`src/rtl/port_arbiter_pkg.sv`:
```
// Shared constants and FSM state encoding for the two-master ports-device arbiter.
package port_arbiter_pkg;

  localparam int unsigned DEFAULT_WORD_SIZE = 16;

  typedef enum logic [1:0] {
    ST_IDLE   = 2'd0,
    ST_SETUP  = 2'd1,
    ST_STROBE = 2'd2,
    ST_DONE   = 2'd3
  } state_e;

endpackage

```
`src/rtl/rr_pick2.sv`:
```
// Two-way round-robin pick: on contention the requester not granted last wins.
module rr_pick2 (
  input  logic req0,
  input  logic req1,
  input  logic last,
  output logic winner
);

  assign winner = (req0 && req1) ? ~last : req1;

endmodule

```
`src/rtl/port_arbiter.sv`:
```
// Serialises CPU (0) and auxiliary (1) accesses onto a single ports device,
// one transaction at a time through IDLE -> SETUP -> STROBE -> DONE.
module port_arbiter
  import port_arbiter_pkg::*;
#(
  parameter int unsigned WORD_SIZE = DEFAULT_WORD_SIZE
) (
  input  logic                 clk,
  input  logic                 reset,
  input  logic                 req0,
  input  logic                 we0,
  input  logic [WORD_SIZE-1:0] addr0,
  input  logic [WORD_SIZE-1:0] wdata0,
  output logic                 ack0,
  output logic [WORD_SIZE-1:0] rdata0,
  input  logic                 req1,
  input  logic                 we1,
  input  logic [WORD_SIZE-1:0] addr1,
  input  logic [WORD_SIZE-1:0] wdata1,
  output logic                 ack1,
  output logic [WORD_SIZE-1:0] rdata1,
  output logic [WORD_SIZE-1:0] portaddr,
  output logic [WORD_SIZE-1:0] portval,
  output logic                 portget,
  output logic                 portset,
  input  logic [WORD_SIZE-1:0] portout,
  output logic                 busy,
  output logic                 owner
);

  state_e               state_q, state_d;
  logic                 owner_q, last_q, we_q;
  logic                 ack0_q, ack1_q;
  logic [WORD_SIZE-1:0] addr_q, wdata_q, rdata0_q, rdata1_q;
  logic                 winner, grant;

  rr_pick2 u_pick (
    .req0   (req0),
    .req1   (req1),
    .last   (last_q),
    .winner (winner)
  );

  assign grant = (state_q == ST_IDLE) && (req0 || req1);

  // NOTE: state_d gets its default before the case so every path assigns it and no latch is inferred.
  always_comb begin
    state_d = state_q;
    unique case (state_q)
      ST_IDLE:   if (req0 || req1) state_d = ST_SETUP;
      ST_SETUP:  state_d = ST_STROBE;
      ST_STROBE: state_d = ST_DONE;
      ST_DONE:   state_d = ST_IDLE;
      default:   state_d = ST_IDLE;
    endcase
  end

  // NOTE: sequential state uses non-blocking assignments so every register samples pre-edge values.
  always_ff @(posedge clk or posedge reset) begin
    if (reset) begin
      state_q  <= ST_IDLE;
      owner_q  <= 1'b0;
      last_q   <= 1'b1;
      we_q     <= 1'b0;
      addr_q   <= '0;
      wdata_q  <= '0;
      rdata0_q <= '0;
      rdata1_q <= '0;
      ack0_q   <= 1'b0;
      ack1_q   <= 1'b0;
    end else begin
      state_q <= state_d;
      // Ack is registered out of DONE, so it is seen in the following IDLE cycle.
      ack0_q  <= (state_q == ST_DONE) && !owner_q;
      ack1_q  <= (state_q == ST_DONE) &&  owner_q;
      if (grant) begin
        owner_q <= winner;
        we_q    <= winner ? we1    : we0;
        addr_q  <= winner ? addr1  : addr0;
        wdata_q <= winner ? wdata1 : wdata0;
      end
      if (state_q == ST_STROBE && !we_q) begin
        if (owner_q) rdata1_q <= portout;
        else         rdata0_q <= portout;
      end
      if (state_q == ST_DONE) last_q <= owner_q;
    end
  end

  // Strobes decode straight from state so an async reset drops them at once.
  assign portget  = (state_q == ST_STROBE) && !we_q;
  assign portset  = (state_q == ST_STROBE) &&  we_q;
  assign portaddr = addr_q;
  assign portval  = wdata_q;
  assign busy     = (state_q != ST_IDLE);
  assign owner    = owner_q;
  assign ack0     = ack0_q;
  assign ack1     = ack1_q;
  assign rdata0   = rdata0_q;
  assign rdata1   = rdata1_q;

endmodule

```
`config.mk`:
```
export PLATFORM = sky130hd
export DESIGN_NAME = port_arbiter
export DESIGN_NICKNAME = d
export VERILOG_FILES = /design/src/rtl/port_arbiter_pkg.sv /design/src/rtl/rr_pick2.sv /design/src/rtl/port_arbiter.sv
export SDC_FILE = /design/constraint.sdc
export NUM_CORES = 1
export LEC_CHECK = 0
export CAP_MARGIN = 10
export CORE_AREA = 2 2 104 106
export DETAILED_ROUTE_END_ITERATION = 12
export DIE_AREA = 0 0 106 108
export PLACE_DENSITY_LB_ADDON = 0.2
export REMOVE_ABC_BUFFERS = 1
export SETUP_SLACK_MARGIN = 0.05
export SLEW_MARGIN = 20
export SYNTH_ARGS = -nofsm -noshare
export SYNTH_HDL_FRONTEND = slang
export SYNTH_SLANG_ARGS = --single-unit
export TNS_END_PERCENT = 10
```
`constraint.sdc`:
```
create_clock -name clk -period 4.9 [get_ports clk]
set_clock_uncertainty 0.15 [all_clocks]
set_input_delay 1.225 -clock clk [delete_from_list [all_inputs] [get_ports clk]]
set_output_delay 1.225 -clock clk [all_outputs]
set_load 0.005 [all_outputs]
```
; Word level (Yosys, flattened, before mapping)
; Cells that the tools add are included.
[word_totals]
register_bits = 71
wordCells = 35
[classes]
n_eq_ne = 4
mux = 6
n_bitwise = 2
n_reduce_logical = 13
[op_table]
columns = op, n
row1 = two-way mux 16 bit, 2
row2 = one-hot mux 2 bit (4 select lines), 1
row3 = logical AND 1 bit, 6
row4 = equality test 2 bit (second input constant), 2
row5 = AND reduction 2 bit, 2
row6 = equality test 2 x 1 -> 1 bit (second input constant), 1
row7 = logical NOT 1 bit, 2
row8 = logical NOT 2 bit, 1
row9 = two-way mux 1 bit, 2
row10 = two-way mux 2 bit, 1
row11 = != test 2 x 1 -> 1 bit (second input constant), 1
row12 = inverter 1 bit, 2
row13 = nonzero test 2 bit, 1
row14 = logical OR 1 bit, 1

; Logic depth before layout (Yosys ltp)
; Gate-level depths: netlist of the first run.
[logic_depth]
depth_word = 3
ltp_mapped = 7
mapped_depth_nobuf = 5

; Hierarchy
; A second synthesis of the first run with hierarchy kept.
[unflattened]
cells_unflattened = 200
hier_area_um2 = 3155.5
[by_module_without_submodules]
columns = mod, instances, cells_each, area_per_inst_um2, seq_area_each_um2
row1 = port_arbiter, 1, 199, 3144.3, 1778.0
row2 = rr_pick2, 1, 1, 11.3, 0.0

; Least setup slack after synthesis of the first run
; OpenSTA, ideal clock, no wires.
[synth_timing]
kind = reg2out
startpoint = register state_q[0]
endpoint = output portget
t_arrival_ps = 778
required_ps = 3525
path_slack_ps = 2747
stages_incl_launch_ff = 4
path_buffers = 0
path_cell_list = dfrtp_1 -> inv_1 -> ha_1 -> nor2b_4
[synth_between]
elab_chain_cells = 2
[synth_lines]
columns = item, line_no
row1 = "start, declared", port_arbiter.sv:31  ; state_e state_q, state_d;
row2 = "start signal, assigned", port_arbiter.sv:72  ; state_q <= state_d;
row3 = equality test 2 bit, port_arbiter.sv:91  ; assign portget = (state_q == ST_STROBE) && !we_q;
row4 = logical AND 1 bit, port_arbiter.sv:91
row5 = "end, declared", port_arbiter.sv:24  ; output logic portget,
; Every way passes these cells.

; Final worst setup path of the first run
; Same ends and word-level chain as after synthesis.

==> results of run 1 <==
==> path summary, 6_finish.rpt <==
path | depth (start not counted) | slack [ns] | end
worst max-delay path | 4 | 1.80 | portget
max in group asynchronous | 3 | 2.70 | portaddr[7]$_DFFE_PP0P_
worst min-delay path | 1 | 0.36 | rdata1[4]$_DFFE_PP0P_
worst min register to register | 1 | 0.36 | rdata1[4]$_DFFE_PP0P_
min in group asynchronous | 2 | 1.20 | rdata0[0]$_DFFE_PP0P_
worst max register to register | 5 | 2.79 | rdata0[14]$_DFFE_PP0P_
==> per-stage QoR <==
| step | instances | worst slack, ns |
|---|---|---|
| after global placement | 556 | 1.963 |
| final | 572 | 1.803 |
| after detailed placement | 556 | 1.857 |
| after global routing | 572 | 1.675 |
| after floorplan | 260 | 1.730 |
| after CTS | 572 | 1.769 |
==> sequential cells by signal, indices dropped and copies added, names as in the netlist, 2 cells and up <==
signal and flops:
rdata1 16, state_q 2, portval 16, portaddr 16, rdata0 16
==> cells in the mapped netlist <==
| master | count | area, um2 |
|---|---|---|
| dfrtp_1 | 70 | 1752 |
| a21oi_1 | 66 | 330.3 |
| nand2_1 | 35 | 131.4 |
| nor2_1 | 35 | 131.4 |
| mux2_2 | 24 | 270.3 |
| mux2_4 | 10 | 150.1 |
| buf_2 | 9 | 45.04 |
| inv_1 | 4 | 15.01 |
| clkbuf_1 | 3 | 11.26 |
| ha_1 | 3 | 37.54 |
| and2_1 | 2 | 12.51 |
| nor2b_4 | 2 | 27.53 |
| a21bo_2 | 1 | 10.01 |
| a21boi_2 | 1 | 11.26 |
| a31oi_1 | 1 | 6.260 |
| buf_12 | 1 | 20.02 |
| buf_4 | 1 | 7.510 |
| buf_6 | 1 | 11.26 |
| clkbuf_8 | 1 | 13.76 |
| dfstp_2 | 1 | 26.28 |
| nand2_2 | 1 | 6.260 |
| nor2b_1 | 1 | 6.260 |
| o21a_1 | 1 | 7.510 |
| o21ai_0 | 1 | 5.000 |
| o21ai_2 | 1 | 8.760 |
==> layout make-up <==
class,instances,area share
Sequential cell,71,0.3592
Timing Repair Buffer,160,0.3210
Multi-Input combinational cell,185,0.2328
Tap cell,136,0.03438
Clock buffer,9,0.02503
Clock inverter,7,0.02427
Inverter,4,0.003286
==> layer usage <==
layer / share of wire / GRT usage
met1: 0.44 / 0.1876
met2: 0.45 / 0.2442
met3: 0.10 / 0.06631
met4: 0.0091 / 0.04793
met5: 0 / 0
==> power breakdown <==
part	total [mW]	internal, mW	switching, mW
logic	1.36	0.856	0.501
clock network	0.575	0.340	0.235
registers	1.06	0.888	0.168
total	2.99	2.08	0.904
==> cell families after synthesis <==
| kind of cell | Yosys count | synth area share |
|---|---|---|
| compound gates | 72 | 0.1241 |
| mux | 34 | 0.1376 |
| simple gates | 76 | 0.1032 |
| buf+inv | 20 | 0.04055 |
| fa+ha+maj | 3 | 0.01229 |
| flops | 71 | 0.5821 |
==> results.cfg, run 1 <==
[final_layout]
final_common_cell = clkdlybuf4s50_1
syn2layout_area_growth_pct = 62.06
layout_common_cells = clkdlybuf4s50_1, dfrtp_1, a21oi_1, nand2_1, nor2_1
finish.utilization = 0.4838
drive_gt1_frac = 0.1445
fillCellCount = 956
multi_input_area_um2 = 1152
diodes = 0
nNetsFinal = 520
design_area_um2 = 4950
seqCellArea_um2 = 1778

[critical_path]
crit_fanout = 3
reg2reg_from = state_q[0]$_DFFE_PP0P_
slowest_delay_ns = 0.52
critPathLaunch = state_q[0]$_DFFE_PP0P_
crit_required_ns = 3.52
start_kind = register
path_class = reg -> out
critPathArrivalTime_ns = 1.72
cp_top_family = buffers and inverters
end_kind = output pin
critPathBufInv = 2
cp_cell_sequence = inv_1, ha_1, nor2b_4, clkdlybuf4s50_1
slowest_stage = clkdlybuf4s50_1

[timing]
hold_ws_ns = 0.3570
rsz0062_at_grt = no
post-route-min-period_ns = 3.097
setup_violations = 0
hold_viol_final = 0
drv_slew = 0
worst_pin_slew_ns = 0.8318
fmax_mhz = 322.9
fin_tns_setup_ns = 0
relSlewSlack = 0.4448
fin_crit_sh = 0.6320

[grt]
grt_antenna_before_repair = 0
grt_pass1_wl_um = 13740
grt_max_degree = 49
grt_overflow = 0
grt_pass1_vias = 2698
gr-usage-all-layers = 0.1528

[synth]
synth_seq_cells = 71
netlist_area_um2 = 3054
ys_types = 25
synth_seq_area_share = 0.5821
yosys_warnings = 0
syn_inst = 276
syn_avg_cell_area_um2 = 11.07

[floorplan]
ios = 156
core_area_um2 = 10230
num_rows = 37
dieArea_um2 = 11450
die_w_um = 106
initial_core_util = 0.2985
die_y_um = 108

[clocking]
cts_max_level = 3
root_buffer = clkbuf_8
clk_pin_slew_ns = 0.08
cts_buffer_depth = 2
postCtsSetupRepairBufs = 0
insertion_delay_ns = 0.33
tritoncts = yes
clock-sinks = 71
numCtsBuffers = 9
ctsResizeCount = 0
cts-hold-fix-buffers = 0

[place]
gp_congestion = 0.7364
dpl_cell_area_um2 = 4705
dpl.hpwl_um = 5793
port_buffers = 155

[route]
drtIter0Drc = 84
drc = 0
ant_nets = 0
wirelength_um = 8358
viasPerCell = 4.570
dr.pass1.iters = 4
wl_per_cell_um = 14.61
via_count = 2614

[pwr]
irDropWorstVdd_v = 0.0002587
p_total_mw = 2.988
p_per_area_nw_per_um2 = 603.7
leakagePower_nw = 2.077

[run]
maxCapViolCount = 0

[worst_hold_path]
min_from = rdata1[4]$_DFFE_PP0P_
holdCritPathClass = reg -> reg

[status]
outcome = completed
(Power assumes the default switching activity.)
==> run 2, diff against run 1 <==
Clock period 4.9 ns to 3.2 ns, I/O delays scaled along.
==> run 2 against run 1 <==
Worst hold slack improved by 0.0025 ns; sequential share of layout area decreased by 0.31 points; via count increased by 0.46%; wire length increased by 2.2%; cell count increased by 0.17%; clock-buffer cell count unchanged; clock power increased by 53%; sequential cell count unchanged; core utilization increased by 0.43 points; non-clock buffer count increased by 1; worst setup slack got worse by 1.3 ns; critical path type unchanged; highest routed layer unchanged.
==> results.cfg, run 2 (synthesized netlist as in run 1, its figures left out) <==
[place]
dpl.hpwl_um = 5969
pre_cts_slack_ns = 0.7286
port_buffers = 155
placedCellCount = 557
gp_congestion = 0.7295

[clocking]
ctsResizeCount = 0
cts-hold-fix-buffers = 0
postCtsSetupRepairBufs = 0
root_buffer = clkbuf_8
cts_buffer_depth = 2
tritoncts = yes
cts_max_level = 3
insertion_delay_ns = 0.34
clk_pin_slew_ns = 0.08
numCtsBuffers = 9
clock-sinks = 71

[run]
maxCapViolCount = 0

[floorplan]
initial_core_util = 0.2985
dieArea_um2 = 11450
die_w_um = 106
core_area_um2 = 10230
ios = 156
num_rows = 37
die_y_um = 108

[final_layout]
final_common_cell = clkdlybuf4s50_1
final_cells = 573
syn2layout_area_growth_pct = 63.50
fillCellCount = 953
finish.utilization = 0.4881
drive_gt1_frac = 0.1465
diodes = 0
layout_common_cells = clkdlybuf4s50_1, dfrtp_1, a21oi_1, nand2_1, nor2_1
nNetsFinal = 521

[status]
outcome = completed

[worst_hold_path]
holdCritPathClass = reg -> reg

[route]
dr.pass1.iters = 4
via_count = 2626
wirelength_um = 8538
ant_nets = 0
wl_per_cell_um = 14.90
drtIter0Drc = 61
viasPerCell = 4.583
drc = 0

[timing]
fin_crit_sh = 0.8358
hold_viol_final = 0
relSlewSlack = 0.5647
worst_pin_slew_ns = 0.6520
setup_violations = 0
post-route-min-period_ns = 2.674
fin_tns_setup_ns = 0
worst_slack_ns = 0.5256
drv_slew = 0
fmax_mhz = 373.9
rsz0062_at_grt = no

[grt]
grt_antenna_before_repair = 0
grt_max_degree = 38
grt_pass1_vias = 2740
grt_overflow = 0
grt_pass1_wl_um = 13420
gr-usage-all-layers = 0.1504

[pwr]
leakagePower_nw = 2.095
p_per_area_nw_per_um2 = 922.8
irDropWorstVdd_v = 0.0003157
p_total_mw = 4.608

[critical_path]
critPathArrivalTime_ns = 1.72
r2r_slack_ns = 1.08
crit_required_ns = 2.25
end_kind = output pin
reg2regPathDepth = 5
start_kind = register
path_class = reg -> out
crit_end = portget
reg2reg_from = state_q[0]$_DFFE_PP0P_
r2r_end = rdata0[12]$_DFFE_PP0P_
crit_fanout = 3
critPathLaunch = state_q[0]$_DFFE_PP0P_
[run 2: changes by cell type in the layout (fill, tap and decap cells not counted), sizes merged]
cell / change
buf: +1
clkinv: -1
inv: +1
[run 2: where the power goes]
part           internal (mW)  switching, mW  total [mW]
combinational           1.33          0.777        2.11
clock                  0.520          0.356       0.877
sequential              1.36          0.260        1.62
[run 2: area by class of cell]
type / instances / area [um2] / share of cell area
Clock buffer: 9 / 123.9 / 0.02481
Clock inverter: 7 / 120.1 / 0.02405
Inverter: 4 / 15.01 / 0.003007
Multi-Input combinational cell: 185 / 1152 / 0.2308
Sequential cell: 71 / 1778 / 0.3561
Tap cell: 136 / 170.2 / 0.03408
Timing Repair Buffer: 161 / 1634 / 0.3272
[run 2: how the worst min path moves through the flow]
stage | start | to | slack, ns | depth (start not counted)
after floorplan | rdata1[0]$_DFFE_PP0P_ | rdata1[0]$_DFFE_PP0P_ | 0.35 | 1
final | rdata1[12]$_DFFE_PP0P_ | rdata1[12]$_DFFE_PP0P_ | 0.36 | 1
after detailed placement | rdata0[2]$_DFFE_PP0P_ | rdata0[2]$_DFFE_PP0P_ | 0.34 | 1
after CTS | rdata1[12]$_DFFE_PP0P_ | rdata1[12]$_DFFE_PP0P_ | 0.36 | 1
after global placement | rdata1[0]$_DFFE_PP0P_ | rdata1[0]$_DFFE_PP0P_ | 0.34 | 1
after global routing | rdata1[15]$_DFFE_PP0P_ | rdata1[15]$_DFFE_PP0P_ | 0.38 | 1
[run 2: stage by stage]
stage                     hold WS (ns)  instance area, um2
after CTS                       0.3608                4994
final                           0.3594                4994
after global routing            0.3808                4994
after detailed placement        0.3422                4750
after floorplan                 0.3542                2945
after global placement          0.3378                4750
[run 2: worst max-delay path, stage by stage, from the launching register on]
cell	delay (ns)
dfrtp_1	0.38
inv_1	0.10
ha_1	0.21
nor2b_4	0.18
clkdlybuf4s50_1	0.51
[run 2: routing by layer]
layer | share of wire | GRT usage | vias up | wire length (um)
li1 | - | - | 1242 | -
met1 | 0.43 | 0.1784 | 1249 | 3677
met2 | 0.45 | 0.2461 | 124 | 3876
met5 | 0 | 0 | - | 0
met4 | 0.013 | 0.05075 | 0 | 110
met3 | 0.10 | 0.06510 | 11 | 873
==> RTL edit, RTL diff (settings of run 1) <==
Change the package constant `DEFAULT_WORD_SIZE` from 16 to 8.
--- a/src/rtl/port_arbiter_pkg.sv
+++ b/src/rtl/port_arbiter_pkg.sv
@@ -3,3 +3,3 @@
 
-  localparam int unsigned DEFAULT_WORD_SIZE = 16;
+  localparam int unsigned DEFAULT_WORD_SIZE = 8;
 
Interface: changed (9 resized); port bits go from 156 to 84. No check against the original RTL was run, so the function may have changed too.
==> RTL edit against run 1 <==
- worst setup slack better by 0.0040 ns
- sequential cell count is 32 lower
- power is 47% lower
- cell area is 44% lower
- area after synthesis is 44% lower
- clock power is 50% lower
- cell count is 34% lower
- wire length is 43% lower
==> RTL edit: results (changes against run 1) <==
| Metric | Value |
|---|---|
| Status | `finished, final reports clean (unchanged)` |
| Placer Congestion | `0.6421 (was 0.7364)` |
| RR Endpoint | `rdata0[4] (was rdata0[14])` |
| Met1 Resource Use GR | `10.71% (was 18.76%)` |
| Synth top area cells | `dfrtp_1, mux2_2, a21oi_1 (was dfrtp_1, a21oi_1, mux2_2)` |
| Vias in the first global route | `1,601 (was 2,698)` |
| Worst Tran Pin Value | `0.8234 ns (was 0.8318 ns)` |
| DPL Wire Length | `3388 um (was 5793 um)` |
| Register share of the cell area | `35.34% (was 35.92%)` |
| Pint | `1103 uW (was 2084 uW)` |
| Leakage | `0.001127 uW (was 0.002077 uW)` |
| Met3 Track Usage GR | `3.677% (was 6.631%)` |
| Met2 Resource Use GR | `14.61% (was 24.42%)` |
| Share of cells above drive strength 1 | `13.33% (was 14.45%)` |
| Total CTS buffers | `5 (was 9)` |
| Largest net degree at the start of global routing | `40 (was 49)` |
| Combinational group power | `717 uW (was 1360 uW)` |
| First-pass GRT wire length | `7893 um (was 13,740 um)` |
| Count of cell types in the netlist | `19 (was 25)` |
| Sequential power | `586 uW (was 1060 uW)` |
| Placed cell area | `0.002648 mm^2 (was 0.004705 mm^2)` |
| Complex-gate fraction of the synthesized area | `13.30% (was 12.41%)` |
| Wire per inst | `12.70 um (was 14.61 um)` |
| Yosys reg bits | `39 (was 71)` |
| Adder-cell share of the synthesized area | `2.204% (was 1.229%)` |
| NonClk Buf Share | `30.32% (was 32.10%)` |
| Fin nets | `288 (was 520)` |
| Filler Cells Inserted | `1,076 (was 956)` |
| Via Count | `1,440 (was 2,614)` |
| #MultiIn Comb | `105 (was 185)` |
| Placed cells | `368 (was 556)` |
| P per Cell Area | `574.5 mW/mm^2 (was 603.7 mW/mm^2)` |
| Cells after Synth | `155 (was 276)` |
| Drt total wl | `4777 um (was 8358 um)` |
| Sequential area share after synthesis | `57.38% (was 58.21%)` |
| Min-delay src | `rdata0[1] (was rdata1[4])` |
| Mux cell area share after synthesis | `11.90% (was 13.76%)` |
==> RTL edit: cell types whose count changed in the layout (fill, tap and decap cells not counted), moves of 4 or more <==
cell / delta
clkdlybuf4s50_1: -72
a21oi_1: -32
dfrtp_1: -32
nor2_1: -16
nand2_1: -15
mux2_4: -10
mux2_2: -6
buf_4: -4
==> RTL edit: per-layer routing <==
| layer | vias up | part of all wire [%] |
|---|---|---|
| met5 | - | 0 |
| met4 | 0 | 0.90 |
| met3 | 5 | 7.7 |
| met2 | 66 | 47 |
| met1 | 677 | 45 |
| li1 | 692 | - |
==> RTL edit: through the flow <==
step / setup slack, ns / hold slack, ns
after floorplan: 2.637 / 0.3542
after global placement: 1.890 / 0.3399
after detailed placement: 1.901 / 0.3457
after CTS: 1.787 / 0.3659
after global routing: 1.680 / 0.3826
final: 1.807 / 0.3624
==> RTL edit: critical path, cell delays in order, from the launching register on <==
cell             delay, ns
dfrtp_1               0.39
inv_1                 0.10
ha_1                  0.18
nor2b_2               0.20
clkdlybuf4s50_1       0.55
